==> src/rtl/sprite_pkg.sv <==
// Shared constants, types and helpers for the sprite motion controller.
// Screen geometry, descriptor field layout and pad bit positions live here.
package sprite_pkg;

  typedef enum logic [1:0] {
    GROUNDED = 2'd0,
    RISING   = 2'd1,
    FALLING  = 2'd2,
    INVALID  = 2'd3
  } motionState_t;

  localparam int SCREEN_W = 640;
  localparam int SCREEN_H = 480;
  localparam int SPRITE_W = 256;
  localparam int SPRITE_H = 125;

  // Largest legal bottom-left corner that keeps the whole sprite on screen
  localparam int X_MAX = SCREEN_W - SPRITE_W;
  localparam int Y_MAX = SCREEN_H - SPRITE_H;

  localparam int SD_X_LSB = 48;
  localparam int SD_Y_LSB = 32;
  localparam int SD_W_LSB = 16;
  localparam int SD_H_LSB = 0;

  localparam int PAD_RIGHT = 26;
  localparam int PAD_LEFT  = 27;
  localparam int PAD_JUMP  = 28;

  function automatic logic [63:0] packSprite(input logic [15:0] x, input logic [15:0] y);
    logic [63:0] d;
    d = '0;
    d[SD_X_LSB +: 16] = x;
    d[SD_Y_LSB +: 16] = y;
    d[SD_W_LSB +: 16] = 16'(SPRITE_W);
    d[SD_H_LSB +: 16] = 16'(SPRITE_H);
    return d;
  endfunction

endpackage

==> src/rtl/sync2.sv <==
// Two-flop synchronizer bank for asynchronous pad inputs.
// Each bit gets its own independent flop pair.
module sync2 #(
  parameter int WIDTH = 3
) (
  input  logic             clock,
  input  logic             reset,
  input  logic [WIDTH-1:0] asyncIn,
  output logic [WIDTH-1:0] syncOut
);

  for (genvar gi = 0; gi < WIDTH; gi++) begin : g_bit
    logic stage1Reg;
    logic stage2Reg;

    always_ff @(posedge clock) begin
      if (reset) begin
        stage1Reg <= 1'b0;
        stage2Reg <= 1'b0;
      end else begin
        stage1Reg <= asyncIn[gi];
        stage2Reg <= stage1Reg;
      end
    end

    assign syncOut[gi] = stage2Reg;
  end

endmodule

==> src/rtl/sprite_motion_ctrl.sv <==
// Per-frame sprite position/jump controller: walks, jumps under gravity,
// clamps to screen edges and publishes one descriptor per video frame.
module sprite_motion_ctrl
  import sprite_pkg::*;
#(
  parameter int X_INIT     = 64,
  parameter int GROUND_Y   = 40,
  parameter int WALK_SPEED = 4,
  parameter int JUMP_VEL   = 12,
  parameter int GRAVITY    = 1,
  parameter int MAX_FALL   = 12
) (
  input  logic        clock,
  input  logic        reset,
  input  logic        frame_tick,
  input  logic [31:0] controller,
  output logic [63:0] sprite_data,
  output logic        facing_right,
  output logic [1:0]  motion_state,
  output logic        update_pulse
);

  localparam logic [15:0]        X_LIMIT   = 16'(X_MAX);
  localparam logic [15:0]        WALK_STEP = 16'(WALK_SPEED);
  localparam logic [15:0]        X_START   = 16'(X_INIT);
  localparam logic signed [11:0] Y_GROUND  = 12'(GROUND_Y);
  localparam logic signed [11:0] Y_CEIL    = 12'(Y_MAX);
  localparam logic signed [11:0] Y_JUMP    = 12'(JUMP_VEL);
  localparam logic signed [7:0]  VY_JUMP   = 8'(JUMP_VEL);
  localparam logic signed [7:0]  VY_GRAV   = 8'(GRAVITY);
  localparam logic signed [7:0]  VY_FLOOR  = 8'(-MAX_FALL);

  logic [2:0] padSync;
  logic       rightBtn;
  logic       leftBtn;
  logic       jumpBtn;
  logic       unusedPadBits;

  sync2 #(.WIDTH(3)) u_sync2 (
    .clock   (clock),
    .reset   (reset),
    .asyncIn ({controller[PAD_JUMP], controller[PAD_LEFT], controller[PAD_RIGHT]}),
    .syncOut (padSync)
  );

  assign rightBtn      = padSync[0];
  assign leftBtn       = padSync[1];
  assign jumpBtn       = padSync[2];
  assign unusedPadBits = ^{controller[31:29], controller[25:0]};

  logic [15:0]        xReg,      xNext;
  logic signed [11:0] yReg,      yNext;
  logic signed [7:0]  vyReg,     vyNext;
  logic               facingReg, facingNext;
  motionState_t       stateReg,  stateNext;
  logic               pulseReg;

  logic signed [11:0] airY;
  logic signed [7:0]  vyDec;
  logic signed [7:0]  vyClamped;

  always_comb begin
    xNext      = xReg;
    facingNext = facingReg;
    yNext      = yReg;
    vyNext     = vyReg;
    stateNext  = stateReg;

    airY      = yReg + {{4{vyReg[7]}}, vyReg};
    vyDec     = vyReg - VY_GRAV;
    vyClamped = (vyDec < VY_FLOOR) ? VY_FLOOR : vyDec;

    // Pressing both directions cancels out, leaving position and facing alone
    if (rightBtn && !leftBtn) begin
      facingNext = 1'b1;
      xNext      = (xReg > X_LIMIT - WALK_STEP) ? X_LIMIT : xReg + WALK_STEP;
    end else if (leftBtn && !rightBtn) begin
      facingNext = 1'b0;
      xNext      = (xReg < WALK_STEP) ? 16'd0 : xReg - WALK_STEP;
    end

    case (stateReg)
      GROUNDED: begin
        if (jumpBtn) begin
          yNext     = yReg + Y_JUMP;
          vyNext    = VY_JUMP - VY_GRAV;
          stateNext = RISING;
        end
      end
      RISING, FALLING: begin
        if (airY <= Y_GROUND) begin
          yNext     = Y_GROUND;
          vyNext    = '0;
          stateNext = GROUNDED;
        end else if (airY > Y_CEIL) begin
          yNext     = Y_CEIL;
          vyNext    = '0;
          stateNext = FALLING;
        end else begin
          yNext     = airY;
          vyNext    = vyClamped;
          stateNext = (vyClamped > 8'sd0) ? RISING : FALLING;
        end
      end
      default: stateNext = FALLING;
    endcase
  end

  always_ff @(posedge clock) begin
    if (reset) begin
      xReg      <= X_START;
      yReg      <= Y_GROUND;
      vyReg     <= '0;
      facingReg <= 1'b1;
      stateReg  <= GROUNDED;
      pulseReg  <= 1'b0;
    end else begin
      pulseReg <= frame_tick;
      if (frame_tick) begin
        xReg      <= xNext;
        yReg      <= yNext;
        vyReg     <= vyNext;
        facingReg <= facingNext;
        stateReg  <= stateNext;
      end
    end
  end

  assign sprite_data  = packSprite(xReg, {4'b0000, yReg});
  assign facing_right = facingReg;
  assign motion_state = stateReg;
  assign update_pulse = pulseReg;

endmodule

==> config.mk <==
export PLATFORM = sky130hd
export DESIGN_NAME = sprite_motion_ctrl
export DESIGN_NICKNAME = d
export VERILOG_FILES = /design/src/rtl/sprite_pkg.sv /design/src/rtl/sync2.sv /design/src/rtl/sprite_motion_ctrl.sv
export SDC_FILE = /design/constraint.sdc
export NUM_CORES = 1
export LEC_CHECK = 0
export ABC_AREA = 0
export ABC_CLOCK_PERIOD_IN_PS = 8730
export CAP_MARGIN = 20
export CORE_MARGIN = 2
export CORE_UTILIZATION = 35
export CTS_CLUSTER_DIAMETER = 100
export DETAILED_ROUTE_END_ITERATION = 10
export GPL_TIMING_DRIVEN = 0
export HOLD_SLACK_MARGIN = 0.06
export RECOVER_POWER = 25
export SLEW_MARGIN = 20
export SYNTH_ARGS = -nofsm -noshare
export SYNTH_HDL_FRONTEND = slang
export SYNTH_SLANG_ARGS = --single-unit
==> constraint.sdc <==
create_clock -name clock -period 8.73 [get_ports clock]
set_input_delay 1.746 -clock clock [delete_from_list [all_inputs] [get_ports clock]]
set_output_delay 1.746 -clock clock [all_outputs]
set_load 0.02 [all_outputs]
Word-level counts from Yosys, hierarchy flattened
Index checks and enable logic that the tools add are counted.
{"block": "totals", "elab_cells": 57, "out_inout_bits": 68, "register_bits": 46, "in_bits": 35}
{"block": "op_classes", "n_reduce_logical": 11, "order_cmp": 6, "eq_ne": 3, "muxes": 20, "n_addsub": 5}
{"op": "$mux 16", "n": 4}
{"op": "$mux 12", "n": 3}
{"op": "$mux 8", "n": 4}
{"op": "$pmux 12 s2", "n": 1}
{"op": "$add 16x3->16 const B", "n": 1}
{"op": "$gt 16x9->1 const B", "n": 1}
{"op": "$lt 16x3->1 const B", "n": 1}
{"op": "$pmux 8 s2", "n": 1}
{"op": "$sub 16x3->16 const B", "n": 1}
{"op": "$add 12x12->12", "n": 1}
{"op": "$add 12x5->12 const B", "n": 1}
{"op": "$gt 12x10->1 const B", "n": 1}
{"op": "$le 12x7->1 const B", "n": 1}
{"op": "$gt 8x1->1 const B", "n": 1}
{"op": "$lt 8x5->1 const B", "n": 1}
{"op": "$mux 2", "n": 4}
{"op": "$sub 8x2->8 const B", "n": 1}
{"op": "$pmux 2 s2", "n": 1}
{"op": "$reduce_and 2->1", "n": 2}
{"op": "$reduce_bool 2->1", "n": 2}
{"op": "$reduce_and 3->1", "n": 1}
{"op": "$eq 2x1->1 const B", "n": 1}
{"op": "$eq 2x2->1 const B", "n": 1}
{"op": "$logic_and 1x1->1", "n": 2}
{"op": "other kinds (5)", "n": 7}

Logic depth before layout (Yosys ltp)
{"block": "logic_depth", "ltp_word": 8, "depth_mapped": 12, "ltp_nobuf": 12}

Hierarchy
A second synthesis with hierarchy kept.
{"block": "unflattened", "cells_unflattened": 447, "hier_area_um2": 3468.3}
{"module": "sprite_motion_ctrl", "seq_area_each_um2": 760.7, "area_each_um2": 3288.2, "cells_each": 432, "instances": 1}
{"module": "sync2", "seq_area_each_um2": 120.1, "area_each_um2": 180.2, "cells_each": 15, "instances": 1}

Worst setup path after synthesis
Ideal clock, no wire load.
{"block": "synth_timing", "kind": "register to register", "startpoint": "register vyReg[2]", "endpoint": "register stateReg[1], in the netlist motion_state[1]", "t_arrival_ps": 3047, "path_slack_ps": 5592, "path_buffers": 0, "path_stages_with_launch": 12, "synth_period_minus_slack_ps": 3138, "path_cell_list": "dfxtp_1 inv_1 nand3_1 or3_1 nor3_1 xnor2_1 or3_1 ha_1 or3b_2 o41ai_1 o21bai_1 a311oi_1"}
{"block": "synth_via", "elab_chain_len": 8, "elab_cells_between_ends": 11, "classes_between": "add/sub: 2; order compare: 4; mux: 5"}
{"item": "from (decl)", "line_no": "sprite_motion_ctrl.sv:53", "text": "logic signed [7:0] vyReg, vyNext;"}
{"item": "from (signal assigned)", "line_no": "sprite_motion_ctrl.sv:122", "text": "vyReg <= vyNext;"}
{"item": "$sub 8x2->8", "line_no": "sprite_motion_ctrl.sv:70", "text": "vyDec = vyReg - VY_GRAV;"}
{"item": "$lt 8x5->1", "line_no": "sprite_motion_ctrl.sv:71", "text": "vyClamped = (vyDec < VY_FLOOR) ? VY_FLOOR : vyDec;"}
{"item": "$mux 8", "line_no": "sprite_motion_ctrl.sv:71"}
{"item": "$gt 8x1->1", "line_no": "sprite_motion_ctrl.sv:102", "text": "stateNext = (vyClamped > 8'sd0) ? RISING : FALLING;"}
{"item": "$mux 2", "line_no": "sprite_motion_ctrl.sv:102"}
{"item": "$mux 2", "line_no": "sprite_motion_ctrl.sv:95", "text": "end else if (airY > Y_CEIL) begin"}
{"item": "$mux 2 (*)", "line_no": "sprite_motion_ctrl.sv:91", "text": "if (airY <= Y_GROUND) begin"}
{"item": "$pmux 2 s2 (*)", "line_no": "sprite_motion_ctrl.sv:82", "text": "case (stateReg)"}
{"item": "to (signal assigned)", "line_no": "sprite_motion_ctrl.sv:124", "text": "stateReg <= stateNext;"}
{"item": "to (decl)", "line_no": "sprite_motion_ctrl.sv:55", "text": "motionState_t stateReg, stateNext;"}
Every way passes the cells marked *; elsewhere a longest branch is shown, timed or not.
A chain may end at the register's enable or synchronous reset.

Final worst setup path
{"block": "layout_timing", "startpoint": "input port frame_tick", "endpoint": "register stateReg[0], in the netlist motion_state[0]"}
{"block": "layout_via", "elab_chain_len": 1}
{"item": "from (decl)", "line_no": "sprite_motion_ctrl.sv:15", "text": "input logic frame_tick,"}
{"item": "$reduce_and 2->1 (no source line)"}
Every way passes these cells.

==> impl_metrics.toml <==
[setup_path]
path_class = "in -> reg"
path_cells = "clkdlybuf4s50_1 > nor2b_1 > and2_1 > clkbuf_1 > nand2_1 > nor3_1 > o21ai_0 > o32ai_1"
timing.critical_path.slowest_stage_cell = "clkdlybuf4s50_1"
critPathMaxStageDelay_ps = 590
crit_path_max_fanout = 10
cp.required_ps = 8940
end_kind = "register"
worstPathArrival_ps = 4040
startpoint_type = "input pin"

[yosys]
syn_avg_cell_area_um2 = 7.542
synthMuxAreaShare = 0.005757
yosys.area_share.simple = 0.2357
synth-seq-cells = 44
ys_seq_area_frac = 0.2533
synth_top_family_by_area = "compound AO/OA/AOI/OAI gates"
synthArstFlopShare = 0
ys.flop_type = "dfxtp_1"
yosys.area_share.xor_xnor = 0.03275
synth_compound_area_frac = 0.2674
yosys_warnings = 0
synth_edf_count = 0
synth_fa_ha_area_frac = 0.07773
synthesis.area_um2 = 3477
netlist_instances = 461
synth.distinct_cells = 65

[timing]
skew_ps = 14.41
hold_ws_ps = 439.1
maxSlewViolCount = 0
finalCritPeriodShare = 0.4390
final-hold-violation-count = 0
tightest_slew_ps = 838.0
rsz0062_at_grt = "false"
fmax_mhz = 260.9
min_period_ps = 3833
setup_viol = 0
final.setup.tns_ps = 0
maxSlewHeadroom = 0.4362

[global_route]
grt_pass1_vias = 3041
antenna_found_initial = 0
grt_overflow = 0
grt_max_degree = 13
grt_usage = 0.1668
grt_pass1_wl_um = 15080

[finish]
area_growth_pct = 21.41
final_nets = 595
fill_cells = 1031
multi_input_comb_area_um2 = 2290
ff_latch_area_um2 = 880.8
n_antenna_cell = 0
utilization = 0.4339
drive_above_1_share = 0.1115
final_area_um2 = 4222

[power_and_ir_drop]
p_total_uw = 566.4
p_per_area_nw_per_um2 = 134.2
p_leak_uw = 0.001769
vdd_drop_max_v = 0.00007583

[place]
dpl-instance-area_um2 = 4129
dpl.hpwl_um = 6909
routabilityCongestion = 0.8297
io_buffers = 35

[clock_tree]
insertion_delay_ps = 290
clkSinkCount = 44
cts_buffers = 5
clk_path_buf_depth = 2
cts_hold_buffers = 0
cts_root_buffer = "clkbuf_8"
ctsResizeCount = 0
postCtsSetupBuffers = 0
htreeDepth = 2
cts_tree = "done"
clk_pin_slew_worst_paths_ps = 90

[drt]
viasPerCell = 5.115
antenna_left = 0
drtPass1Iterations = 4
route.detailed.drc = 0
totalWireLength_um = 9151
num_vias = 3432
avgRoutedWirePerCell_um = 13.64
drt_iter0_markers = 233

[floorplanning]
start_util = 0.3574
fp.coreArea_um2 = 9729
die_w_um = 103.7
num_rows = 36
io_pins = 103
dieHeight_um = 103.7
dieArea_um2 = 10750

[outcome]
status = "finished clean"

[min_path]
min_path_type = "reg -> reg"

[job]
drv_cap = 0
## registers in the layout (all words and copies together) (netlist names)
register,count
facing_right,1
u_sync2.g_bit.stage2Reg,3
vyReg,8
yReg,12
motion_state,2
xReg,14
u_sync2.g_bit.stage1Reg,3
update_pulse,1
## through the flow
| step | std cells | setup slack [ps] |
|---|---|---|
| floorplan | 497 | 5592 |
| global placement | 665 | 4701 |
| detailed placement | 665 | 4659 |
| CTS | 671 | 4937 |
| global route | 671 | 4760 |
| finish | 671 | 4897 |
## cell usage in the layout (no fill, tap or decap), drive strengths merged, types with 6 or more instances in the layout
cell type	n
a211oi	6
nand3	11
nor2	48
nor4	7
ha	20
nor2b	10
dfxtp	44
nand4	7
conb	38
a21oi	44
clkdlybuf4s50	25
clkbuf	21
a31oi	7
or3	7
xor2	8
inv	20
nor3	12
o21ai	34
dlygate4sd3	10
nand2	30
buf	41
## critical path: cells and delay by family
family	cells	cell delay, ps
AOI/OAI and AO/OA	2	540
buffers and inverters	2	990
and+or+nand+nor	4	750
## cell usage after synthesis, types with 3 or more instances
master	instances	area share
and3_1	4	0.0072
nor2b_1	10	0.018
nor2_1	48	0.052
buf_4	38	0.082
nand4_1	7	0.013
a221oi_1	3	0.0076
buf_2	3	0.0043
o21ai_0	31	0.045
o31a_1	3	0.0076
nand3_1	11	0.016
nor4_1	5	0.0090
inv_1	20	0.022
o21a_1	3	0.0065
a21oi_1	43	0.062
nand3b_1	3	0.0065
a31oi_1	7	0.013
or3_1	7	0.013
xnor2_1	5	0.013
clkbuf_1	16	0.017
a22oi_1	5	0.011
a21o_1	5	0.011
o21bai_1	4	0.0086
or4_1	4	0.0086
nor3_1	11	0.016
nor3b_1	4	0.0086
xor2_1	8	0.020
dfxtp_1	44	0.25
ha_1	20	0.072
nand2_1	30	0.032
a211oi_1	4	0.0086
o22ai_1	3	0.0054
nand2b_1	5	0.0090
## layout make-up
class,count,area share
buffer,57,0.08536
clock buffer,5,0.01630
clock inverter,1,0.007113
inverter,20,0.01778
multi-input combinational,376,0.5424
sequential,44,0.2087
tap,133,0.03942
timing repair buffer,35,0.08299
## kinds of logic after synthesis
family / Yosys count
buffers and inverters: 77
xor gates and xnor gates: 13
DFF: 44
and+or+nand+nor: 160
adders and majority gates: 21
other: 2
muxes: 2
AOI/OAI and AO/OA: 142
## per-layer routing
layer | track usage | share of wire
met1 | 0.2370 | 0.49
met5 | 0 | 0
met4 | 0.03571 | 0.015
met2 | 0.2677 | 0.45
met3 | 0.02517 | 0.046
## final timing paths
path	cells after the start	endpoint	from	slack [ps]
setup / recovery	8	motion_state[0]	frame_tick	4900
hold / removal	1	u_sync2.g_bit[2].stage2Reg	u_sync2.g_bit[2].stage1Reg	440
setup reg to reg	11	motion_state[1]	vyReg[2]	5080
hold reg to reg	1	u_sync2.g_bit[2].stage2Reg	u_sync2.g_bit[2].stage1Reg	440
## where the power goes
| part | switching, µW | leakage (µW) | internal [µW] | total, µW |
|---|---|---|---|---|
| sequential | 11.7 | 0.000358 | 209 | 221 |
| combinational | 119 | 0.00136 | 74.7 | 194 |
| clock | 69.5 | 0.0000501 | 82.3 | 152 |
(Power assumes the default switching activity.)
